## config.mk

```make
export PLATFORM = sky130hd
export DESIGN_NAME = edit_mem_read_count_mgr
export DESIGN_NICKNAME = d
export VERILOG_FILES = /design/src/rtl/edit_mem_read_count_mgr.sv
export SDC_FILE = /design/constraint.sdc
export NUM_CORES = 1
export LEC_CHECK = 0
export BUFFER_PORTS_ARGS = -buffer_cell sky130_fd_sc_hd__buf_2
export CORE_ASPECT_RATIO = 1.25
export CORE_MARGIN = 2
export CORE_UTILIZATION = 45
export CTS_CLUSTER_DIAMETER = 120
export DETAILED_ROUTE_END_ITERATION = 10
export MAX_ROUTING_LAYER = met4
export SLEW_MARGIN = 20
export SYNTH_ARGS = -nofsm -noshare
export SYNTH_HDL_FRONTEND = slang
export SYNTH_SLANG_ARGS = --single-unit
```

## constraint.sdc

```tcl
create_clock -name clk -period 5.3 [get_ports clk]
set_input_delay 0 -clock clk [delete_from_list [all_inputs] [get_ports clk]]
set_output_delay 0 -clock clk [all_outputs]
set_load 0.005 [all_outputs]
```

## src/rtl/edit_mem_read_count_mgr.sv

```systemverilog
`default_nettype none

`ifndef EM_BUF_PTR_NBITS
`define EM_BUF_PTR_NBITS 6
`endif
`ifndef READ_COUNT_NBITS
`define READ_COUNT_NBITS 4
`endif
`ifndef PORT_ID_NBITS
`define PORT_ID_NBITS 3
`endif

// +--------------------------------------------------------------------------+
// | Module   : edit_mem_read_count_mgr                                       |
// | Purpose  : per-buffer read counts; frees a buffer when its count drains  |
// | Revision : 1.0  initial release                                          |
// +--------------------------------------------------------------------------+
module edit_mem_read_count_mgr #(
  parameter int BPTR_NBITS     = `EM_BUF_PTR_NBITS,
  parameter int RC_NBITS       = `READ_COUNT_NBITS,
  parameter int PORT_NBITS     = `PORT_ID_NBITS,
  parameter int SET_FIFO_DEPTH = 8
) (
  input  logic                  clk,
  input  logic                  rst,
  input  logic                  read_count_valid,
  input  logic [PORT_NBITS-1:0] read_count_port_id,
  input  logic [BPTR_NBITS-1:0] read_count_buf_ptr,
  input  logic [RC_NBITS-1:0]   read_count,
  input  logic                  rd_done_valid,
  input  logic [BPTR_NBITS-1:0] rd_done_buf_ptr,
  output logic                  free_buf_valid,
  output logic [BPTR_NBITS-1:0] free_buf_ptr,
  output logic [PORT_NBITS-1:0] free_buf_port_id,
  output logic                  underflow_err,
  output logic                  set_ovf_err
);

  localparam int c_NBUF = 1 << BPTR_NBITS;
  localparam int c_FAW  = (SET_FIFO_DEPTH > 1) ? $clog2(SET_FIFO_DEPTH) : 1;
  localparam int c_FCW  = $clog2(SET_FIFO_DEPTH + 1);
  localparam logic [c_FAW-1:0]    c_FA_LAST = c_FAW'(SET_FIFO_DEPTH - 1);
  localparam logic [c_FAW-1:0]    c_FA_ONE  = c_FAW'(1);
  localparam logic [c_FCW-1:0]    c_FC_FULL = c_FCW'(SET_FIFO_DEPTH);
  localparam logic [c_FCW-1:0]    c_FC_ONE  = c_FCW'(1);
  localparam logic [RC_NBITS-1:0] c_RC_ONE  = RC_NBITS'(1);

  // Load-request FIFO
  logic [BPTR_NBITS-1:0] r_fq_ptr  [SET_FIFO_DEPTH];
  logic [RC_NBITS-1:0]   r_fq_cnt  [SET_FIFO_DEPTH];
  logic [PORT_NBITS-1:0] r_fq_port [SET_FIFO_DEPTH];
  logic [c_FAW-1:0]      r_fq_wr;
  logic [c_FAW-1:0]      r_fq_rd;
  logic [c_FCW-1:0]      r_fq_level;
  logic                  w_fq_empty;
  logic                  w_fq_full;
  logic                  w_pop;
  logic                  w_push;
  logic                  w_ovf;

  assign w_fq_empty = (r_fq_level == '0);
  assign w_fq_full  = (r_fq_level == c_FC_FULL);
  assign w_pop      = !w_fq_empty && !rd_done_valid;
  // A pop in the same cycle frees the slot a full-FIFO push needs.
  assign w_push     = read_count_valid && (!w_fq_full || w_pop);
  assign w_ovf      = read_count_valid && w_fq_full && !w_pop;

  always_ff @(posedge clk) begin
    if (w_push) begin
      r_fq_ptr[r_fq_wr]  <= read_count_buf_ptr;
      r_fq_cnt[r_fq_wr]  <= read_count;
      r_fq_port[r_fq_wr] <= read_count_port_id;
    end
  end

  always_ff @(posedge clk) begin
    if (rst) begin
      r_fq_wr    <= '0;
      r_fq_rd    <= '0;
      r_fq_level <= '0;
    end else begin
      if (w_push) r_fq_wr <= (r_fq_wr == c_FA_LAST) ? '0 : r_fq_wr + c_FA_ONE;
      if (w_pop)  r_fq_rd <= (r_fq_rd == c_FA_LAST) ? '0 : r_fq_rd + c_FA_ONE;
      if (w_push && !w_pop)      r_fq_level <= r_fq_level + c_FC_ONE;
      else if (!w_push && w_pop) r_fq_level <= r_fq_level - c_FC_ONE;
    end
  end

  // Pipeline stage 0: accepted operation, RAM read address
  logic                  r_s0_valid;
  logic                  r_s0_is_load;
  logic [BPTR_NBITS-1:0] r_s0_ptr;
  logic [RC_NBITS-1:0]   r_s0_cnt;
  logic [PORT_NBITS-1:0] r_s0_port;
  // Pipeline stage 1: RAM data present, compute and write
  logic                  r_s1_valid;
  logic                  r_s1_is_load;
  logic [BPTR_NBITS-1:0] r_s1_ptr;
  logic [RC_NBITS-1:0]   r_s1_cnt;
  logic [PORT_NBITS-1:0] r_s1_port;

  always_ff @(posedge clk) begin
    if (rst) begin
      r_s0_valid <= 1'b0;
      r_s1_valid <= 1'b0;
    end else begin
      r_s0_valid <= rd_done_valid || w_pop;
      r_s1_valid <= r_s0_valid;
    end
  end

  always_ff @(posedge clk) begin
    r_s0_is_load <= !rd_done_valid;
    r_s0_ptr     <= rd_done_valid ? rd_done_buf_ptr : r_fq_ptr[r_fq_rd];
    r_s0_cnt     <= r_fq_cnt[r_fq_rd];
    r_s0_port    <= r_fq_port[r_fq_rd];
    r_s1_is_load <= r_s0_is_load;
    r_s1_ptr     <= r_s0_ptr;
    r_s1_cnt     <= r_s0_cnt;
    r_s1_port    <= r_s0_port;
  end

  // Count and port-id RAMs, registered read
  logic [RC_NBITS-1:0]   r_cnt_mem  [c_NBUF];
  logic [PORT_NBITS-1:0] r_port_mem [c_NBUF];
  logic [RC_NBITS-1:0]   r_ram_cnt;
  logic [PORT_NBITS-1:0] r_ram_port;
  logic                  w_wr_en;
  logic [RC_NBITS-1:0]   w_wr_cnt;
  logic [PORT_NBITS-1:0] w_wr_port;

  always_ff @(posedge clk) begin
    if (w_wr_en) begin
      r_cnt_mem[r_s1_ptr]  <= w_wr_cnt;
      r_port_mem[r_s1_ptr] <= w_wr_port;
    end
    r_ram_cnt  <= r_cnt_mem[r_s0_ptr];
    r_ram_port <= r_port_mem[r_s0_ptr];
  end

  // The write landing on the same edge as the read is invisible to it, so
  // the previous write is held here and forwarded on a pointer match.
  logic                  r_wb_valid;
  logic [BPTR_NBITS-1:0] r_wb_ptr;
  logic [RC_NBITS-1:0]   r_wb_cnt;
  logic [PORT_NBITS-1:0] r_wb_port;
  logic                  w_hit;
  logic [RC_NBITS-1:0]   w_cur_cnt;
  logic [PORT_NBITS-1:0] w_cur_port;
  logic                  w_free;
  logic                  w_uflow;

  assign w_hit      = r_wb_valid && (r_wb_ptr == r_s1_ptr);
  assign w_cur_cnt  = w_hit ? r_wb_cnt  : r_ram_cnt;
  assign w_cur_port = w_hit ? r_wb_port : r_ram_port;

  always_comb begin
    w_wr_en   = 1'b0;
    w_wr_cnt  = r_s1_cnt;
    w_wr_port = w_cur_port;
    w_free    = 1'b0;
    w_uflow   = 1'b0;
    if (r_s1_valid) begin
      if (r_s1_is_load) begin
        w_wr_en   = 1'b1;
        w_wr_cnt  = r_s1_cnt;
        w_wr_port = r_s1_port;
        w_free    = (r_s1_cnt == '0);
      end else if (w_cur_cnt == '0) begin
        w_uflow = 1'b1;
      end else begin
        w_wr_en  = 1'b1;
        w_wr_cnt = w_cur_cnt - c_RC_ONE;
        w_free   = (w_cur_cnt == c_RC_ONE);
      end
    end
  end

  always_ff @(posedge clk) begin
    if (rst) r_wb_valid <= 1'b0;
    else     r_wb_valid <= w_wr_en;
    r_wb_ptr  <= r_s1_ptr;
    r_wb_cnt  <= w_wr_cnt;
    r_wb_port <= w_wr_port;
  end

  // Output and sticky error registers
  logic                  r_free_valid;
  logic [BPTR_NBITS-1:0] r_free_ptr;
  logic [PORT_NBITS-1:0] r_free_port;
  logic                  r_uflow_err;
  logic                  r_ovf_err;

  always_ff @(posedge clk) begin
    if (rst) begin
      r_free_valid <= 1'b0;
      r_free_ptr   <= '0;
      r_free_port  <= '0;
      r_uflow_err  <= 1'b0;
      r_ovf_err    <= 1'b0;
    end else begin
      r_free_valid <= w_free;
      if (w_free) begin
        r_free_ptr  <= r_s1_ptr;
        r_free_port <= w_wr_port;
      end
      r_uflow_err <= r_uflow_err | w_uflow;
      r_ovf_err   <= r_ovf_err | w_ovf;
    end
  end

  assign free_buf_valid   = r_free_valid;
  assign free_buf_ptr     = r_free_ptr;
  assign free_buf_port_id = r_free_port;
  assign underflow_err    = r_uflow_err;
  assign set_ovf_err      = r_ovf_err;

endmodule

`default_nettype wire

```

Yosys cells after proc, flatten, opt, wreduce, memory -nomap -nowiden --
Memory sizes are Yosys's and may differ from the RTL's. A register that Yosys moved wholly into a read port is not among the register bits. Index checks and enable logic that the tools add are counted.
Word-level totals: register bits 59, bits in writable memories 552, input port bits 23, output and inout port bits 12, logic and storage cells 82, memories 5
Memory list:
- r_cnt_mem | depth 64, bits a word 4, read ports 1, clocked after Yosys merged registers in 1, wr ports 1, RTL line 124 | logic [RC_NBITS-1:0] r_cnt_mem [c_NBUF];
- r_port_mem | depth 64, bits a word 3, read ports 1, clocked after Yosys merged registers in 1, wr ports 1, RTL line 125 | logic [PORT_NBITS-1:0] r_port_mem [c_NBUF];
- r_fq_ptr | depth 8, bits a word 6, read ports 1, clocked after Yosys merged registers in 1, wr ports 1, RTL line 49 | logic [BPTR_NBITS-1:0] r_fq_ptr [SET_FIFO_DEPTH];
- r_fq_cnt | depth 8, bits a word 4, read ports 1, clocked after Yosys merged registers in 1, wr ports 1, RTL line 50 | logic [RC_NBITS-1:0] r_fq_cnt [SET_FIFO_DEPTH];
- r_fq_port | depth 8, bits a word 3, read ports 1, clocked after Yosys merged registers in 1, wr ports 1, RTL line 51 | logic [PORT_NBITS-1:0] r_fq_port [SET_FIFO_DEPTH];
Cells by class: add/sub/neg operators 5, equal/unequal tests 5, muxes and demuxes 27, bitwise logic cells 2, reductions and logical operators 18
Operators with widths (count):
- 4-bit 2-to-1 mux | 6
- 3-bit 2-to-1 mux | 7
- 1-bit 2-to-1 mux | 13
- 4-bit logical NOT | 3
- 4-bit by 1-bit subtractor with 4-bit output (second input constant) | 2
- 1-bit logical AND | 7
- 3-bit by 1-bit adder with 3-bit output (second input constant) | 2
- 3-bit == test (second input constant) | 2
- 6-bit == test | 1
- 6-bit 2-to-1 mux | 1
- 1-bit logical NOT | 5
- 4-bit by 1-bit adder with 4-bit output (second input constant) | 1
- 4-bit by 1-bit == test with 1-bit output (second input constant) | 1
- 4-bit == test (second input constant) | 1
- 1-bit logical OR | 2
- 1-bit OR | 2
- 2-bit nonzero test | 1

Logic depth before layout (Yosys ltp) --
Gate-level depths: netlist (run 1).
word-level depth 9, gate-level depth with buffers 13

Least setup slack after synthesis (run 1) --
OpenSTA, ideal clock, no wires.
kind register to register, start point reg r_s1_ptr[3], end point mem r_cnt_mem[0][1] (netlist name) (data pin), setup time 0.569 ns, arrival time 3.844 ns, slack 0.887 ns, stages on the path, launching flop included 9, path buffers 1, period minus slack after synthesis 4.413 ns, cell sequence dfxtp_1 > clkbuf_1 > xnor2_1 > nand4_1 > nor2_2 > mux2i_1 > ha_1 > a21oi_1 > mux2i_1
Between the ends: word-level cells in the longest chain between the ends 7
Ends and longest elaborated chain:
- start: declaration | RTL line 98 | logic [BPTR_NBITS-1:0] r_s1_ptr;
- start signal: assignment | RTL line 118 | r_s1_ptr <= r_s0_ptr;
- 6-bit == test * | RTL line 153 | assign w_hit = r_wb_valid && (r_wb_ptr == r_s1_ptr);
- 1-bit logical AND * | RTL line 153
- 4-bit 2-to-1 mux * | RTL line 154 | assign w_cur_cnt = w_hit ? r_wb_cnt : r_ram_cnt;
- 4-bit by 1-bit subtractor with 4-bit output or 4-bit logical NOT (tied branches) | RTL line 173, 169
- 4-bit 2-to-1 mux * | RTL line 169 | end else if (w_cur_cnt == '0) begin
- 4-bit 2-to-1 mux * | RTL line 164 | if (r_s1_is_load) begin
- 4-bit 2-to-1 mux * | RTL line 163 | if (r_s1_valid) begin
- named net w_wr_cnt[1] | RTL line 129 | logic [RC_NBITS-1:0] w_wr_cnt;
- end: declaration | RTL line 124
Mark *: on every way through the listed nets, which the timed path passes. The rest lies on a longest branch.

Worst setup path in the final report (run 1) --
start point reg r_s1_ptr[0], end point mem r_cnt_mem[23][3] (netlist name), enable pin
Between the ends: word-level cells in the longest chain between the ends 9
Ends and longest elaborated chain:
- 6-bit == test | RTL line 153
- 1-bit logical AND | RTL line 153
- 4-bit 2-to-1 mux | RTL line 154
- 4-bit logical NOT | RTL line 169
- 1-bit 2-to-1 mux | RTL line 169
- 1-bit 2-to-1 mux | RTL line 164
- 1-bit 2-to-1 mux | RTL line 163
- 1-bit 2-to-1 mux | RTL line 133 | if (w_wr_en) begin
- 1-bit 2-to-1 mux (not written as such) | RTL line 134 | r_cnt_mem[r_s1_ptr] <= w_wr_cnt;
Several ways; a longest one is shown, not always the timed one.

==> results by group, run 1 <==
Synthesis
  – Synth Flop Type: edfxtp_1
  – Number of synthesized flops with an enable pin: between 500 and 600
  – Sequential fraction of the synthesis area: 0.756
  – Async S/R FF share, synth: 0
  – Syn. warnings: 0
  – Mapped cell area: roughly 24000 um2
  – Post-synth cell types: 44
  – Number of synthesized register bits: between 600 and 700
  – Post-Synthesis Cells: around 1100
  – Syn_nets: about 1200
  – Post-Syn Area per Cell: roughly 21 um2

Clock network
  – Post-CTS Resized: 0
  – Max H-tree Level: 2
  – Bufs on Longest Clock Path: 3
  – Clk_lat worst skew: 0.61 ns
  – Sinks on Clock Net: between 600 and 700
  – Clock root buffer: clkbuf_16
  – Clk pin slew, worst setup/hold paths: 0.07 ns
  – TritonCTS clock tree: done
  – TritonCTS Buffers: 56

Cells and area
  – Final core occ: 0.519
  – Layout cells sized above 1: 0.270
  – Nets: 1261
  – Area grow syn2layout: 14.0%
  – Ant. Diodes: 0
  – Layout Cells excl Fill: 1948
  – Commonest non-fill, non-tap cells in the layout: 552 x edfxtp_1, 166 x mux4_2, 88 x nor2_1
  – Most common cell after layout, fill and taps aside: edfxtp_1

Timing
  – Hold slack: 0.202 ns
  – RSZ-0062 raised after global routing: false
  – FMAX: 258 MHz
  – Tmin final: ~3.9 ns
  – Worst Skew: between 0.015 and 0.02 ns
  – Max transition margin: 0.255
  – Sum Neg Setup Slack: 0 ns
  – Setup Viol. Count Final: 0
  – Fin crit share: 0.730
  – Final Hold Viols: 0
  – Worst Tran Pin Value: ~1.1 ns
  – Slew Limit Fails: 0

Die
  – Initial Util: 0.455
  – # rows: 94
  – Die Y: ~260 um
  – Die X: 210 um
  – Die ar.: 55100 um2
  – # IOs: 35
  – Core area: approximately 53000 um2

Detailed routing
  – Final wirelength: roughly 52 mm
  – Detailed Routing Iterations Pass 1: 5
  – Starting DRT DRC Count: ~940
  – DRC: 0
  – Vias post-DR: 11000
  – Drt wl/cell: 26.6 um
  – Vias/cell: roughly 5.7
  – Post-route ant nets: 0

Worst setup path
  – Critical path's top delay family: simple AND/OR/NAND/NOR gates
  – Crit path kind: flip-flop to flip-flop
  – Worst Path Buf+Inv: 1
  – Worst EP required: 5.53 ns
  – Worst Path Max Fanout: 11
  – Critical Path Start Type: flip-flop
  – Critical Path End Type: flip-flop
  – Largest stage delay, worst path: 0.62 ns
  – Slowest-stage cell, CP: nor2_1
  – WP data arrival: 4.10 ns
  – Crit path cell chain: xnor2_1 > nand4_1 > nor2_2 > mux2i_1 > ha_1 > inv_1 > a211o_1 > nand3_2 > nor2_1

Pwr
  – Pwr dens: roughly 470 nW/um2
  – Max IR drop VDD: 0.315 mV
  – LEAKAGE: 8.65 nW

Min path
  – Hold Path Class: input pin to flip-flop

Global route
  – Grt total ovfl: 0
  – Initial antenna violation count: 1
  – First-pass GRT wire length: a little under 80 mm
  – Vias in the first global route: about 11000
  – Largest net degree at the start of global routing: 74
  – All-layer global routing usage: 0.200

Place
  – Gpl congestion: 0.778
  – Post-DP HPWL: 32.0 mm
  – Count of input and output buffers: 34
  – Placed cells: roughly 1800

Job
  – Max-Cap Viols: 0

Outcome
  – Status: completed
## state kept, by name (all words and copies together) (netlist names), 4 cells and up, named ones only
| signal | flops |
|---|---|
| r_port_mem | 192 |
| free_buf_ptr | 6 |
| r_wb_cnt | 4 |
| r_wb_ptr | 6 |
| r_ram_cnt | 4 |
| r_fq_port | 24 |
| r_fq_cnt | 32 |
| r_cnt_mem | 256 |
| r_fq_ptr | 48 |
| r_s1_ptr | 6 |
| r_s0_ptr | 6 |
| r_fq_level | 4 |
| r_s1_cnt | 4 |
| r_s0_cnt | 4 |
## final cells by class
class | instances | area (um2)
well taps | 672 | 841
inverters | 7 | 26.3
flip-flops and latches | 628 | 18100
repair buffers | 86 | 708
multi-input cells | 449 | 5630
clock buffers | 77 | 1630
fillers | 3975 | 25300
clock inverters | 29 | 352
## logic make-up after synthesis
logic type / count (synthesis) / share of synthesized area
flops: 628 / 0.756
mux: 204 / 0.173
simple gates: 179 / 0.0367
buf+inv: 62 / 0.0135
compound gates: 45 / 0.0116
xor+xnor: 11 / 0.00403
fa+ha+maj: 10 / 0.00554
## metrics by stage
stage	total power [mW]	setup WS, ns	instance area (um2)
4_1_cts	13.0	1.42	27300
2_1_floorplan	7.75	0.887	23900
5_1_grt	13.3	1.16	27300
3_3_place_gp	8.68	1.61	25000
3_5_place_dp	8.68	1.49	25000
6_report	12.8	1.43	27300
## power breakdown
| group | internal [mW] | total (mW) | switching (mW) |
|---|---|---|---|
| registers | 6.11 | 6.39 | 0.280 |
| clock network | 2.50 | 4.26 | 1.76 |
| logic | 0.853 | 2.15 | 1.30 |
## synthesized netlist by cell type (4+ instances only)
cell type  count  area [um2]
xnor2_1        9        78.8
a21oi_1       16        80.1
buf_6          9         101
nor3_1         8        40.0
o21ai_0       11        55.1
ha_1           9         113
nand2b_1      19         119
nand3_1        6        30.0
nand3_2        4        40.0
nor2_1        90         338
dfxtp_1       76        1520
nor2b_1        9        56.3
nand2_1       22        82.6
inv_1          7        26.3
mux2_2         9         101
a31oi_1        4        25.0
edfxtp_1     552       16600
a211oi_1       5        37.5
clkbuf_1      25        93.8
buf_2         10        50.1
mux2i_1       29         290
mux4_2       166        3740
buf_1          8        30.0
## worst paths after layout
path                          from          endpoint  slack (ns)  depth (start not counted)
min          read_count_buf_ptr[1]    r_fq_ptr[5][1]        0.20                          2
max                    r_s1_ptr[0]  r_cnt_mem[23][3]        1.43                          9
max reg2reg            r_s1_ptr[0]  r_cnt_mem[23][3]        1.43                          9
min reg2reg            r_s0_cnt[3]       r_s1_cnt[3]        0.33                          0
## layer usage
layer / wire length (um) / global-route usage / vias to the layer above
li1: - / - / 4835
met1: 20900 / 0.251 / 5807
met2: 26600 / 0.336 / 304
met3: 2540 / 0.0324 / 79
met4: 1680 / 0.0676 / 0
met5: 0 / - / -
## worst register-to-register path: stages, from the launching register on
cell	delay [ns]
dfxtp_1	0.59
xnor2_1	0.18
nand4_1	0.24
nor2_2	0.40
mux2i_1	0.19
ha_1	0.27
inv_1	0.11
a211o_1	0.41
nand3_2	0.48
nor2_1	0.63
## what timing repair did
| item | in CTS | in global routing |
|---|---|---|
| hold endpoints to repair | 129 | 0 |
| hold buffers | 34 | 0 |
| setup buffers | 0 | 0 |
Note: power is estimated with default switching activity, not from simulation.
==> run 2, diff against run 1 <==
==> constraint.sdc (replaced) <==
create_clock -name clk -period 3.45 [get_ports clk]
set_input_delay 0 -clock clk [delete_from_list [all_inputs] [get_ports clk]]
set_output_delay 0 -clock clk [all_outputs]
set_load 0.005 [all_outputs]
==> run 2 against run 1 <==
Worst hold slack worse by 0.018 ns; flip-flop and latch count stayed put; cell count is 4.8% higher; sequential power is 51% higher; via count is 1.1% higher; largest cell class unchanged; largest power group unchanged; highest routed layer unchanged.
==> results by group, run 2 (same netlist as run 1, synthesis figures left out) <==
Cells and area
  – Fill count: between 4000 and 5000
  – Largest register FFs: about 260
  – Commonest non-fill, non-tap cells in the layout: 552 x edfxtp_1, 166 x mux4_2, 100 x buf_4
  – Area grow syn2layout: 16.4%
  – Layout cells sized above 1: 0.308
  – Final core occ: 0.530
  – Largest Register: r_cnt_mem
  – Top Registers: r_cnt_mem (256), r_port_mem (192), r_fq_ptr (48)
  – Most common cell after layout, fill and taps aside: edfxtp_1
  – Layout Cells excl Fill: approximately 2000
  – Nets: about 1400
  – Ant. Diodes: 0

Global route
  – All-layer global routing usage: 0.195
  – Largest net degree at the start of global routing: 66
  – Vias in the first global route: around 12000
  – First-pass GRT wire length: roughly 76 mm
  – Grt total ovfl: 0
  – Initial antenna violation count: 0

Worst setup path
  – Crit path cell chain: xnor2_1 > nand4_1 > nor2_2 > mux2i_1 > ha_1 > inv_1 > a211o_1 > nand3b_2 > nor2_1 > buf_4
  – Worst EP required: between 3 and 4 ns
  – Worst Path Buf+Inv: 2
  – Critical Path Start Type: flip-flop
  – Slowest-stage cell, CP: nand3b_2
  – Crit path kind: flip-flop to flip-flop
  – Critical path's top delay family: simple AND/OR/NAND/NOR gates
  – Worst Path Max Fanout: 9
  – Largest stage delay, worst path: between 0.4 and 0.5 ns
  – WP data arrival: approximately 3.5 ns
  – Critical Path End Type: flip-flop

Timing
  – FMAX: roughly 310 MHz
  – Worst Skew: approximately 0.03 ns
  – Slew Limit Fails: 0
  – Sum Neg Setup Slack: 0 ns
  – Max transition margin: 0.371
  – Worst Tran Pin Value: ~0.94 ns
  – Tmin final: roughly 3.2 ns
  – Setup Viol. Count Final: 0
  – Fin crit share: 0.934
  – Hold slack: 0.184 ns
  – RSZ-0062 raised after global routing: true
  – Final Hold Viols: 0

Detailed routing
  – Vias post-DR: 11100
  – Detailed Routing Iterations Pass 1: 5
  – Final wirelength: between 50 and 60 mm
  – Starting DRT DRC Count: about 910
  – DRC: 0
  – Post-route ant nets: 0
  – Vias/cell: ~5.5
  – Drt wl/cell: around 25 um

Die
  – Core area: roughly 53000 um2
  – Die X: about 210 um
  – Die Y: approximately 260 um
  – Die ar.: 55100 um2
  – Initial Util: 0.455
  – # IOs: 35
  – # rows: 94

Clock network
  – TritonCTS Buffers: a little under 60
  – Clock root buffer: clkbuf_16
  – Bufs on Longest Clock Path: 3
  – Sinks on Clock Net: about 630
  – Postcts setup bufs: 0
  – Max H-tree Level: 2
  – TritonCTS clock tree: done
  – Clk_lat worst skew: ~0.63 ns
  – Clk pin slew, worst setup/hold paths: 0.06 ns

Pwr
  – Pwr dens: about 700 nW/um2
  – Max IR drop VDD: between 0.5 and 0.6 mV
  – LEAKAGE: about 9.1 nW
  – Power Total: 19.4 mW

Outcome
  – Status: completed

Job
  – Max-Cap Viols: 0

Place
  – Count of input and output buffers: 34
  – Post-DP HPWL: 31.9 mm
  – Placed cells: around 1900
  – Gpl congestion: between 0.7 and 0.8

Min path
  – Hold Path Class: input pin to flip-flop
## run 2: changes by cell type in the layout (fill, tap and decap cells not counted), moves of 3 or more
cell,change
buf_4,+87
clkinv_1,+10
clkinvlp_4,-4
bufinv_16,-3
clkbuf_8,-3
clkinv_2,+3
## run 2: stage by stage
step	setup WS (ns)	area (um2)
after global placement	0.323	25600
after global routing	-0.0416	27900
after CTS	0.221	27900
after detailed placement	0.260	25600
final	0.229	27900
after floorplan	0.0812	24000
## run 2: area by class of cell
class | instances | area [um2] | area share
Clock inverter | 34 | 278 | 0.00997
Timing Repair Buffer | 175 | 1380 | 0.0496
Multi-Input combinational cell | 449 | 5620 | 0.202
Sequential cell | 628 | 18100 | 0.650
Clock buffer | 76 | 1610 | 0.0578
Tap cell | 672 | 841 | 0.0302
Inverter | 7 | 26.3 | 0.000943
## run 2: where the power goes
part / total, mW / switching, mW / internal [mW]
Combinational: 3.47 / 2.06 / 1.41
Clock: 6.30 / 2.71 / 3.58
Sequential: 9.68 / 0.310 / 9.37
Total: 19.4 / 5.08 / 14.4
## run 2: final timing paths
kind | start | end | slack (ns) | depth (start not counted)
min | read_count_buf_ptr[2] | r_fq_ptr[5][2] | 0.18 | 2
max reg2reg | r_s1_ptr[2] | r_cnt_mem[36][0] | 0.23 | 10
min reg2reg | r_s0_is_load | r_s1_is_load | 0.33 | 0
max | r_s1_ptr[2] | r_cnt_mem[36][0] | 0.23 | 10
## run 2: metal layers
metal  vias to the layer above  track usage  share of wire
li1                       5007            -              -
met1                      5823        0.237           0.41
met2                       241        0.335           0.52
met3                        78       0.0341          0.042
met4                         0       0.0589          0.026
met5                         -            -              0
## run 2: timing repair
item | CTS | global route
resized for setup | 0 | 1
hold buffers | 36 | 0
hold endpoints to repair | 136 | 0
endpoints found under the setup margin | 0 | 56
==> run 3, diff against run 2 <==
--- a/config.mk
+++ b/config.mk
@@ -9,6 +9,7 @@
 export CORE_ASPECT_RATIO = 1.25
 export CORE_MARGIN = 2
 export CORE_UTILIZATION = 45
+export CTS_BUF_LIST = sky130_fd_sc_hd__clkbuf_16
 export CTS_CLUSTER_DIAMETER = 120
 export DETAILED_ROUTE_END_ITERATION = 10
 export MAX_ROUTING_LAYER = met4
==> run 3 against run 2 <==
Cell count unchanged; utilization decreased by 0.090 points; critical endpoint unchanged; global-route usage hardly changed; via count grew 0.30%; first-iteration DRC count fell by 10%; clock-buffer cell count fell by 16; largest cell class unchanged; worst hold slack about the same; combinational power is essentially flat; flip-flop and latch count stayed put.
==> results by group, run 3 (same netlist as run 1, synthesis figures left out) <==
Outcome
  – Status: completed

Cells and area
  – Largest register FFs: 256
  – Commonest non-fill, non-tap cells in the layout: 552 x edfxtp_1, 166 x mux4_2, 100 x buf_4
  – Most common cell after layout, fill and taps aside: edfxtp_1
  – Top Registers: r_cnt_mem (256), r_port_mem (192), r_fq_ptr (48)
  – Layout cells sized above 1: 0.305
  – Area grow syn2layout: 16.2%
  – Ant. Diodes: 0
  – Nets: around 1400
  – Largest Register: r_cnt_mem
  – Layout Cells excl Fill: 2041
  – Post-Layout Inst Area: ~28000 um2
  – Final core occ: 0.529

Pwr
  – LEAKAGE: between 9 and 10 nW
  – Max IR drop VDD: 0.539 mV
  – Logic pwr share: 0.180
  – Clock share of power: 0.319
  – Sequential Power Share: 0.501
  – Pwr dens: approximately 700 nW/um2
  – Switching Share: 0.264
  – Internal power: ~14 mW
  – Power Total: approximately 19 mW
  – Net Switching: between 5 and 6 mW

Detailed routing
  – Starting DRT DRC Count: ~810
  – DRC: 0
  – Post-route ant nets: 0
  – WL met1: about 21 mm
  – WL met3: between 2 and 2.5 mm
  – Final wirelength: 50.5 mm
  – Top layer in use: met4
  – Vias post-DR: around 11000
  – Routed wl met2: 26.2 mm
  – Drt wl/cell: between 20 and 25 um
  – Vias/cell: 5.48
  – Detailed Routing Iterations Pass 1: 5

Timing
  – Fin crit share: 0.933
  – Sum Neg Setup Slack: 0 ns
  – Tmin final: 3.22 ns
  – PnR worst setup slack: approximately 0.23 ns
  – FMAX: 311 MHz
  – Setup Viol. Count Final: 0
  – Final Hold Viols: 0
  – Max transition margin: 0.371
  – RSZ-0062 raised after global routing: true
  – Worst Tran Pin Value: ~0.94 ns
  – Slew Limit Fails: 0
  – Hold slack: ~0.18 ns
  – Worst Skew: a little over 0.03 ns

Die
  – Core area: around 53000 um2
  – # IOs: 35
  – # rows: between 90 and 100
  – Die ar.: about 55000 um2
  – Die Y: 262 um
  – Die X: 210 um
  – Initial Util: 0.455

Place
  – Count of input and output buffers: 34
  – Gpl congestion: 0.776
  – Placed cell area: 25600 um2
  – Placement Setup Slack: between 0.2 and 0.3 ns
  – Post-DP HPWL: about 32 mm
  – Placed cells: 1895

Worst setup path
  – Critical Path Start Type: flip-flop
  – Reg2Reg Launch Point: r_s1_ptr[2]
  – Worst EP required: between 3 and 4 ns
  – Worst Path Max Fanout: 9
  – CP Launch Point: r_s1_ptr[2]
  – WP data arrival: ~3.5 ns
  – Crit path kind: flip-flop to flip-flop
  – Critical Path End Type: flip-flop

Global route
  – First-pass GRT wire length: about 76 mm
  – Initial antenna violation count: 0
  – Grt total ovfl: 0
  – Largest net degree at the start of global routing: 66
  – Vias in the first global route: around 12000
  – All-layer global routing usage: 0.194

Clock network
  – Sinks on Clock Net: 628
  – Clk pin slew, worst setup/hold paths: 0.06 ns
  – Clock root buffer: clkbuf_16
  – Bufs on Longest Clock Path: 3
  – TritonCTS Buffers: between 50 and 60
  – TritonCTS clock tree: done
  – Clk_lat worst skew: 0.63 ns
  – Max H-tree Level: 2
  – Postcts setup bufs: 0

Min path
  – Hold Path Class: input pin to flip-flop
  – HP Start: read_count_buf_ptr[2]

Job
  – Max-Cap Viols: 0
run 3: layout make-up:
| cell class | instances | area [um2] |
|---|---|---|
| fillers | 4031 | 24800 |
| flip-flops and latches | 628 | 18100 |
| multi-input cells | 449 | 5620 |
| clock buffers | 60 | 1500 |
| repair buffers | 175 | 1380 |
| well taps | 672 | 841 |
| clock inverters | 50 | 338 |
| inverters | 7 | 26.3 |
run 3: worst paths after layout:
check,to,slack (ns),depth (start not counted)
worst max-delay path,r_cnt_mem[36][0],0.23,10
worst min-delay path,r_fq_ptr[5][2],0.18,2
worst max register to register,r_cnt_mem[36][0],0.23,10
worst min register to register,r_s1_is_load,0.33,0
run 3: routing by layer:
metal / up-vias / global-route usage
li1: 5007 / -
met1: 5845 / 0.236
met3: 81 / 0.0343
met2: 250 / 0.334
met5: - / -
met4: 0 / 0.0605
run 3: timing repair:
item,in CTS,in global routing
endpoints found under the hold margin,136,0
endpoints found under the setup margin,0,56
resized for setup,0,2
hold buffers,36,0
run 3: critical path: stages, from the launching register on:
cell and delay (ns):
dfxtp_1 0.43, xnor2_1 0.15, nand4_1 0.23, nor2_2 0.27
mux2i_1 0.15, ha_1 0.26, inv_1 0.11, a211o_1 0.40
nand3b_2 0.47, nor2_1 0.24, buf_4 0.19
run 3: power by group through the flow:
stage | clock (mW) | combinational (mW) | sequential [mW]
floorplan | 0 | 2.24 | 9.67
global placement | 0 | 3.49 | 9.84
detailed placement | 0 | 3.51 | 9.84
CTS | 6.30 | 3.56 | 9.69
global route | 6.54 | 3.75 | 9.72
finish | 6.16 | 3.47 | 9.68
